==> config.mk <==
export PLATFORM = sky130hd
export DESIGN_NAME = muldiv_sequencer
export DESIGN_NICKNAME = d
export VERILOG_FILES = /design/src/rtl/muldiv_sequencer.sv
export SDC_FILE = /design/constraint.sdc
export NUM_CORES = 1
export LEC_CHECK = 0
export ABC_CLOCK_PERIOD_IN_PS = 3200
export BUFFER_PORTS_ARGS = -buffer_cell sky130_fd_sc_hd__buf_4
export CORE_MARGIN = 5
export CORE_UTILIZATION = 55
export DETAILED_ROUTE_END_ITERATION = 10
export GPL_TIMING_DRIVEN = 0
export PLACE_DENSITY = 0.83
export SETUP_SLACK_MARGIN = 0.1
export SYNTH_ARGS = -nofsm -noshare
export SYNTH_HDL_FRONTEND = slang
export SYNTH_SLANG_ARGS = --single-unit
==> constraint.sdc <==
create_clock -name clk -period 3.2 [get_ports clk]
set_clock_uncertainty 0.1 [all_clocks]
set_input_delay 0.32 -clock clk [delete_from_list [all_inputs] [get_ports clk]]
set_output_delay 0.32 -clock clk [all_outputs]
set_load 0.03 [all_outputs]
==> src/rtl/muldiv_sequencer.sv <==
// muldiv_sequencer: multi-cycle MULT/MULTU/DIV/DIVU engine driving a shared ALU, one iteration per cycle
module muldiv_sequencer #(
  parameter int DATA_WIDTH = 32,
  parameter logic [3:0] ALU_ADD = 4'b0010,
  parameter logic [3:0] ALU_SUB = 4'b0001
) (
  input  logic                  clk,
  input  logic                  rst_n,
  input  logic                  start,
  input  logic [1:0]            op,
  input  logic [DATA_WIDTH-1:0] src_a,
  input  logic [DATA_WIDTH-1:0] src_b,
  input  logic                  flush,
  output logic [3:0]            alu_op,
  output logic [DATA_WIDTH-1:0] alu_a,
  output logic [DATA_WIDTH-1:0] alu_b,
  input  logic [DATA_WIDTH-1:0] alu_result,
  output logic                  busy,
  output logic                  done,
  output logic [DATA_WIDTH-1:0] hi,
  output logic [DATA_WIDTH-1:0] lo
);
  localparam int W = DATA_WIDTH;
  localparam int CW = $clog2(DATA_WIDTH) + 1;
  typedef enum logic [2:0] {IDLE, PREP, ITER, FIX, DONE} state_t;
  state_t state, state_nx;
  logic [W-1:0] acc, q, m, rem_sh, abs_a, abs_b, rem_fix, quo_fix;
  logic [2*W-1:0] prod_fix;
  logic [CW-1:0] cnt;
  logic is_div, sgn, a_sign, b_sign, dbz, sub_ok, carry;
  always_comb begin
    rem_sh = {acc[W-2:0], q[W-1]};
    sub_ok = acc[W-1] | (rem_sh >= m);
    carry = alu_result < acc;
    abs_a = (sgn & q[W-1]) ? -q : q;
    abs_b = (sgn & m[W-1]) ? -m : m;
    prod_fix = (a_sign ^ b_sign) ? -{acc, q} : {acc, q};
    rem_fix = a_sign ? -acc : acc;
    quo_fix = dbz ? '1 : (a_sign ^ b_sign) ? -q : q;
    busy = state == PREP || state == ITER || state == FIX;
    done = state == DONE;
    alu_op = (state == ITER && is_div) ? ALU_SUB : ALU_ADD;
    alu_a = state != ITER ? '0 : is_div ? rem_sh : acc;
    alu_b = state == ITER ? m : '0;
    state_nx = flush ? IDLE :
               state == IDLE ? (start ? PREP : IDLE) :
               state == PREP ? ITER :
               state == ITER ? (cnt == CW'(1) ? FIX : ITER) :
               state == FIX  ? DONE : IDLE;
  end
  always_ff @(posedge clk or negedge rst_n) begin
    if (!rst_n) begin
      state <= IDLE;
      acc <= '0;
      q <= '0;
      m <= '0;
      cnt <= '0;
      is_div <= 1'b0;
      sgn <= 1'b0;
      a_sign <= 1'b0;
      b_sign <= 1'b0;
      dbz <= 1'b0;
      hi <= '0;
      lo <= '0;
    end else begin
      state <= state_nx;
      if (state == IDLE && state_nx == PREP) begin
        q <= src_a;
        m <= src_b;
        is_div <= op[1];
        sgn <= ~op[0];
      end
      // operands are reordered so multiply keeps the multiplier in q and divide keeps the dividend in q
      if (state == PREP) begin
        a_sign <= sgn & q[W-1];
        b_sign <= sgn & m[W-1];
        dbz <= is_div & (m == '0);
        acc <= '0;
        cnt <= CW'(W);
        q <= is_div ? abs_a : abs_b;
        m <= is_div ? abs_b : abs_a;
      end
      if (state == ITER) begin
        cnt <= cnt - CW'(1);
        if (is_div) begin
          acc <= sub_ok ? alu_result : rem_sh;
          q <= {q[W-2:0], sub_ok};
        end else begin
          acc <= q[0] ? {carry, alu_result[W-1:1]} : {1'b0, acc[W-1:1]};
          q <= {q[0] ? alu_result[0] : acc[0], q[W-1:1]};
        end
      end
      // divide by zero leaves |a| in acc, so the remainder sign fix restores the raw dividend
      if (state == FIX && !flush) begin
        hi <= is_div ? rem_fix : prod_fix[2*W-1:W];
        lo <= is_div ? quo_fix : prod_fix[W-1:0];
      end
    end
  end
endmodule
==> flow_metrics.env, run 1 <==
export IMPL_antenna_found_initial=0
export IMPL_p_leak_nw=7.57
export IMPL_io_pins=236
export IMPL_vdd_drop_max_mv=0.609
export IMPL_track_usage_pct=40.6
export IMPL_worst_ep_required_time_ps=2780
export IMPL_period_share_pct=96.0
export IMPL_dr_total_vias=15800
export IMPL_final_max_slew_viol_count=0
export IMPL_placed_area_mm2=0.0162
export IMPL_startpoint_type="flop"
export IMPL_rsz0062_at_grt="no"
export IMPL_yosysTopAreaCellShare_pct=31.1
export IMPL_setup_viol_count_final=0
export IMPL_fp_dieH_um=169
export IMPL_crit_path_end_kind="output port"
export IMPL_port_buffers=233
export IMPL_synth_cell_type_count=81
export IMPL_ys_seq_area_share_pct=31.1
export IMPL_power_density_mw_per_mm2=995
export IMPL_grt_pass1_vias=15100
export IMPL_synth_ff_type="dfrtp_1"
export IMPL_arrival_ps=2650
export IMPL_hold_viol=0
export IMPL_grt_pass1_wl_um=89900
export IMPL_drc_errors=0
export IMPL_routabilityCongestion=1.05
export IMPL_hpwl_um=45700
export IMPL_synth_seq_cells=174
export IMPL_areaGrowthSynthToFinish_pct=24.1
export IMPL_wirelength_um=60000
export IMPL_dp_cells=2337
export IMPL_outcome="complete, no violations"
export IMPL_insertion_delay_ps=460
export IMPL_core_area_mm2=0.0251
export IMPL_cts_max_level=4
export IMPL_synth_avg_cell_area_um2=7.89
export IMPL_cts_tree="done"
export IMPL_rows=58
export IMPL_cts_buffer_depth=2
export IMPL_finalInstanceArea_mm2=0.0173
export IMPL_synth_edff_count=0
export IMPL_cts_clk_slew_worst_paths_ps=80
export IMPL_tightest_slew_ps=966
export IMPL_setup_tns_ps=0
export IMPL_avgRoutedWirePerCell_um=25.1
export IMPL_async_flop_share_pct=100
export IMPL_yosys_area_top_type="dfrtp_1"
export IMPL_finalCriticalPeriod_ps=3070
export IMPL_viasPerCell=6.61
export IMPL_gr_total_overflow=0
export IMPL_syn_cell_area_mm2=0.0140
export IMPL_crit_type="reg2out"
export IMPL_final_cell_mix="256 x buf_4, 202 x nor2_1, 188 x nand2_1"
export IMPL_clockRootBuffer="clkbuf_16"
export IMPL_initial_core_util_pct=55.7
export IMPL_dr_pass1_iters=8
export IMPL_clock_fmax_ghz=0.326
export IMPL_synthCells=1772
export IMPL_grt_max_degree=92
export IMPL_cts_sinks=174
export IMPL_drive_above_1_share_pct=19.1
export IMPL_crit_fanout=10
export IMPL_drt_iter0_markers=2852
export IMPL_diodes=0
export IMPL_nNetsFinal=2216
export IMPL_dieArea_mm2=0.0287
export IMPL_die_x_um=169
export IMPL_relSlewSlack_pct=35.6
export IMPL_ant_nets=0
export IMPL_numCtsBuffers=17
export IMPL_final_cells=2389
export IMPL_final_common_cell="buf_4"
export IMPL_yosysWarnings=0
export IMPL_maxCapViolCount=0
export IMPL_hold_path_class="in2reg"
export IMPL_yosys_top_cells_area="dfrtp_1 31%, mux2i_1 7.3%, o21ai_0 6.8%"
[critical path: stages, from the launching register on]
cell,delay (ps)
dfrtp_2,430
or3b_2,460
clkbuf_1,210
clkbuf_4,270
clkbuf_8,230
buf_4,220
nor2_1,180
buf_4,200
[cells by family (layout without fill, tap and decap cells)]
logic type                 after synthesis  count (layout)  synth area share, %
AOI/OAI and AO/OA                      509             509                 22.4
other                                    1               2               0.0268
xor gates and xnor gates               122             122                 7.64
DFF                                    174             174                 31.1
and+or+nand+nor                        554             554                 17.9
adders and majority gates               68              68                 6.09
muxes                                  105             105                 7.54
buffers and inverters                  239             525                 7.21
[power breakdown]
part           switching, W  internal (W)
Combinational       0.00697       0.00403
Clock               0.00110       0.00119
Sequential         0.000887       0.00309
[synthesized netlist by cell type, types with 5 or more instances]
library cell and number:
inv_1 82, or4_1 11, a221oi_1 20, o221ai_1 14
clkbuf_1 126, xor2_1 18, dfrtp_1 174, and4_1 9
o31ai_1 10, nor4_1 15, nor3_1 37, o22ai_1 10
nand2_1 188, a21oi_1 116, nand2b_1 5, a22oi_1 33
o211ai_1 7, clkbuf_8 5, or3_1 8, a21o_1 10
a31oi_1 33, and3_1 5, ha_1 68, a211oi_1 10
buf_1 8, buf_2 7, mux2i_1 102, nand4_1 15
a222oi_1 8, nand3_1 20, a41oi_1 5, o21ai_0 189
xnor2_1 104, nor2_1 213
[registers in the layout, indices dropped and copies added, names as in the netlist, 3 cells and up]
name	cells
acc	32
hi	32
lo	32
m	32
q	32
cnt	6
state	3
[routing by layer]
layer / vias to the layer above / track usage [%] / part of all wire [%]
met3: 208 / 11.1 / 14
met1: 7515 / 57.8 / 40
met5: - / 0 / 0
met4: 0 / 15.2 / 4.7
li1: 6824 / - / -
met2: 1249 / 59.2 / 42
[worst paths after layout]
check                           startpoint        end  slack (ps)  cells past startpoint
min in group asynchronous            rst_n    acc[24]         390                      2
worst min register to register      hi[11]     hi[11]         390                      2
worst max register to register        q[0]      m[30]         140                     10
worst max-delay path              state[0]  alu_b[13]         130                      7
max in group asynchronous            rst_n   state[0]        1620                      3
worst min-delay path                 op[0]        sgn           8                      2
[cell type report]
class                      instances  area [µm²]
sequential                       174        4360
fill                            2118        7760
timing repair buffer             257        1990
clock inverter                    14         179
tap                              330         413
multi-input combinational       1360        8890
buffer                           152         776
inverter                          84         315
clock buffer                      18         429
[what timing repair did]
action,in CTS,in global routing
hold buffers,3,0
buffers inserted,12,8
setup endpoints to repair,192,150
pin swaps,6,8
hold endpoints to repair,86,0
resized for setup,66,54
[per-stage QoR]
step	util, %	power (W)	hold WS, ps	setup slack, ps
after floorplan	-	0.0106	-75.6	376
after global placement	64.3	0.0139	362	-1050
after detailed placement	64.5	0.0140	278	-990
after CTS	68.3	0.0167	7.17	78.0
after global routing	69.1	0.0181	15.1	84.1
final	69.1	0.0173	7.57	129
Note: power is estimated with default switching activity, not from simulation.
==> run 2, diff against run 1 <==
--- a/config.mk
+++ b/config.mk
@@ -8,11 +8,12 @@
 export ABC_CLOCK_PERIOD_IN_PS = 3200
 export BUFFER_PORTS_ARGS = -buffer_cell sky130_fd_sc_hd__buf_4
 export CORE_MARGIN = 5
-export CORE_UTILIZATION = 55
+export CORE_UTILIZATION = 50
 export DETAILED_ROUTE_END_ITERATION = 10
 export GPL_TIMING_DRIVEN = 0
-export PLACE_DENSITY = 0.83
+export PLACE_DENSITY = 0.77
 export SETUP_SLACK_MARGIN = 0.1
 export SYNTH_ARGS = -nofsm -noshare
 export SYNTH_HDL_FRONTEND = slang
 export SYNTH_SLANG_ARGS = --single-unit
+export TNS_END_PERCENT = 100
==> run 2 against run 1 <==
Effect of this change:
- combinational power is essentially flat
- clock-buffer cell count rose by 1
- cell count is 2.0% higher
- routed wire length grew 3.0%
- flip-flop and latch count stayed put
- critical path depth unchanged
- first-iteration DRC count shrank 19%
- largest cell class unchanged
==> flow_metrics.env, run 2 (synthesis results as in run 1) <==
export IMPL_cts_buffer_depth=2
export IMPL_clock_fmax_ghz=0.320
export IMPL_routabilityCongestion=1.03
export IMPL_insertion_delay_ps=460
export IMPL_hold_path_class="in2reg"
export IMPL_numCtsBuffers=17
export IMPL_period_share_pct=97.6
export IMPL_grt_pass1_wl_um=91700
export IMPL_worst_ep_required_time_ps=3470
export IMPL_path_delay_family="buffers and inverters"
export IMPL_crit_start="sgn"
export IMPL_grt_pass1_vias=14800
export IMPL_drc_errors=0
export IMPL_final_cell_mix="255 x buf_4, 202 x nor2_1, 187 x nand2_1"
export IMPL_wirelength_um=61900
export IMPL_rsz0062_at_grt="yes"
export IMPL_ant_nets=0
export IMPL_arrival_ps=3400
export IMPL_nNetsFinal=2215
export IMPL_rows=61
export IMPL_track_usage_pct=38.6
export IMPL_die_x_um=177
export IMPL_initial_core_util_pct=50.5
export IMPL_port_buffers=233
export IMPL_final_max_slew_viol_count=0
export IMPL_hold_viol=0
export IMPL_fin_util_pct=62.7
export IMPL_io_pins=236
export IMPL_dieArea_mm2=0.0314
export IMPL_cts_max_level=4
export IMPL_finalInstanceArea_mm2=0.0174
export IMPL_power_density_mw_per_mm2=987
export IMPL_vdd_drop_max_mv=0.484
export IMPL_dp_cells=2385
export IMPL_rr_startpoint="sgn"
export IMPL_worst_path_buf_inv=2
export IMPL_cp_cell_sequence="and2_1 > clkbuf_1 > clkbuf_1 > nand2_1 > o32ai_1 > a221oi_1 > o21ai_0"
export IMPL_finalPower_w=0.0171
export IMPL_cts_clk_slew_worst_paths_ps=70
export IMPL_maxCapViolCount=0
export IMPL_relSlewSlack_pct=21.9
export IMPL_hpwl_um=47000
export IMPL_hold_start="src_b[2]"
export IMPL_drive_above_1_share_pct=19.3
export IMPL_areaGrowthSynthToFinish_pct=24.2
export IMPL_avgRoutedWirePerCell_um=25.4
export IMPL_worst_path_most_repeated_cell="clkbuf_1"
export IMPL_crit_path_end_kind="flop"
export IMPL_slowest_stage="dfrtp_1"
export IMPL_slowest_delay_ps=660
export IMPL_antenna_found_initial=0
export IMPL_setup_viol_count_final=0
export IMPL_dr_pass1_iters=6
export IMPL_grt_max_degree=110
export IMPL_p_leak_nw=7.56
export IMPL_cts_tree="done"
export IMPL_outcome="complete, no violations"
export IMPL_final_common_cell="buf_4"
export IMPL_crit_type="reg2reg"
export IMPL_startpoint_type="flop"
export IMPL_core_area_mm2=0.0277
export IMPL_clockRootBuffer="clkbuf_16"
export IMPL_fp_dieH_um=177
export IMPL_viasPerCell=6.37
export IMPL_crit_fanout=10
export IMPL_finalCriticalPeriod_ps=3120
export IMPL_placed_area_mm2=0.0162
export IMPL_gr_total_overflow=0
export IMPL_final_cells=2436
export IMPL_cts_sinks=174
export IMPL_tightest_slew_ps=1170
export IMPL_dr_total_vias=15500
export IMPL_drt_iter0_markers=2318
[run 2: power breakdown]
part,total [W],leakage (nW),internal (W),switching (W)
registers,0.00399,2.19,0.00309,0.000903
logic,0.0110,5.09,0.00400,0.00698
clock network,0.00217,0.276,0.00112,0.00105
[run 2: tightest hold or removal path, cell delays in order]
cell and delay [ps]:
buf_4 80, a22oi_1 60, o21ai_0 70
[run 2: final timing paths]
check                           endpoint  slack, ps  cells past startpoint
worst max-delay path                q[2]         80                      7
worst min-delay path                m[2]         20                      3
min in group asynchronous         hi[25]        270                      2
worst min register to register    cnt[5]        390                      1
worst max register to register      q[2]         80                      7
max in group asynchronous          m[13]       1700                      3
[run 2: timing repair]
item,in CTS,in global routing
pin swaps,7,9
gates cloned,0,0
resized for setup,70,54
setup buffers,14,3
hold buffers,5,0
setup endpoints to repair,190,116
endpoints found under the hold margin,70,0
[run 2: area by class of cell]
type                       instances  area (µm²)
buffer                           152         782
antenna                            1        2.50
inverter                          84         315
tap                              378         473
timing repair buffer             256        1990
clock buffer                      19         453
clock inverter                    12         113
multi-input combinational       1360        8870
sequential                       174        4360
fill                            2502       10300
[run 2: per-stage QoR]
step | setup WS, ps | hold slack, ps | setup TNS [ps]
global route | 62.2 | 44.0 | 0
floorplan | 376 | -75.6 | 0
finish | 76.5 | 20.0 | 0
detailed placement | -1030 | 214 | -89330
global placement | -1090 | 362 | -87780
CTS | 97.5 | 19.7 | 0
[run 2: metal layers]
layer  share of wire [%]  wire length (µm)  vias to the layer above  global-route usage [%]
li1                    -                 -                     6847                       -
met1                  42             26200                     7517                    55.9
met2                  43             26800                     1002                    57.2
met3                  11              6710                      141                    7.58
met4                 3.6              2240                        0                    14.5
met5                   0                 0                        -                       0
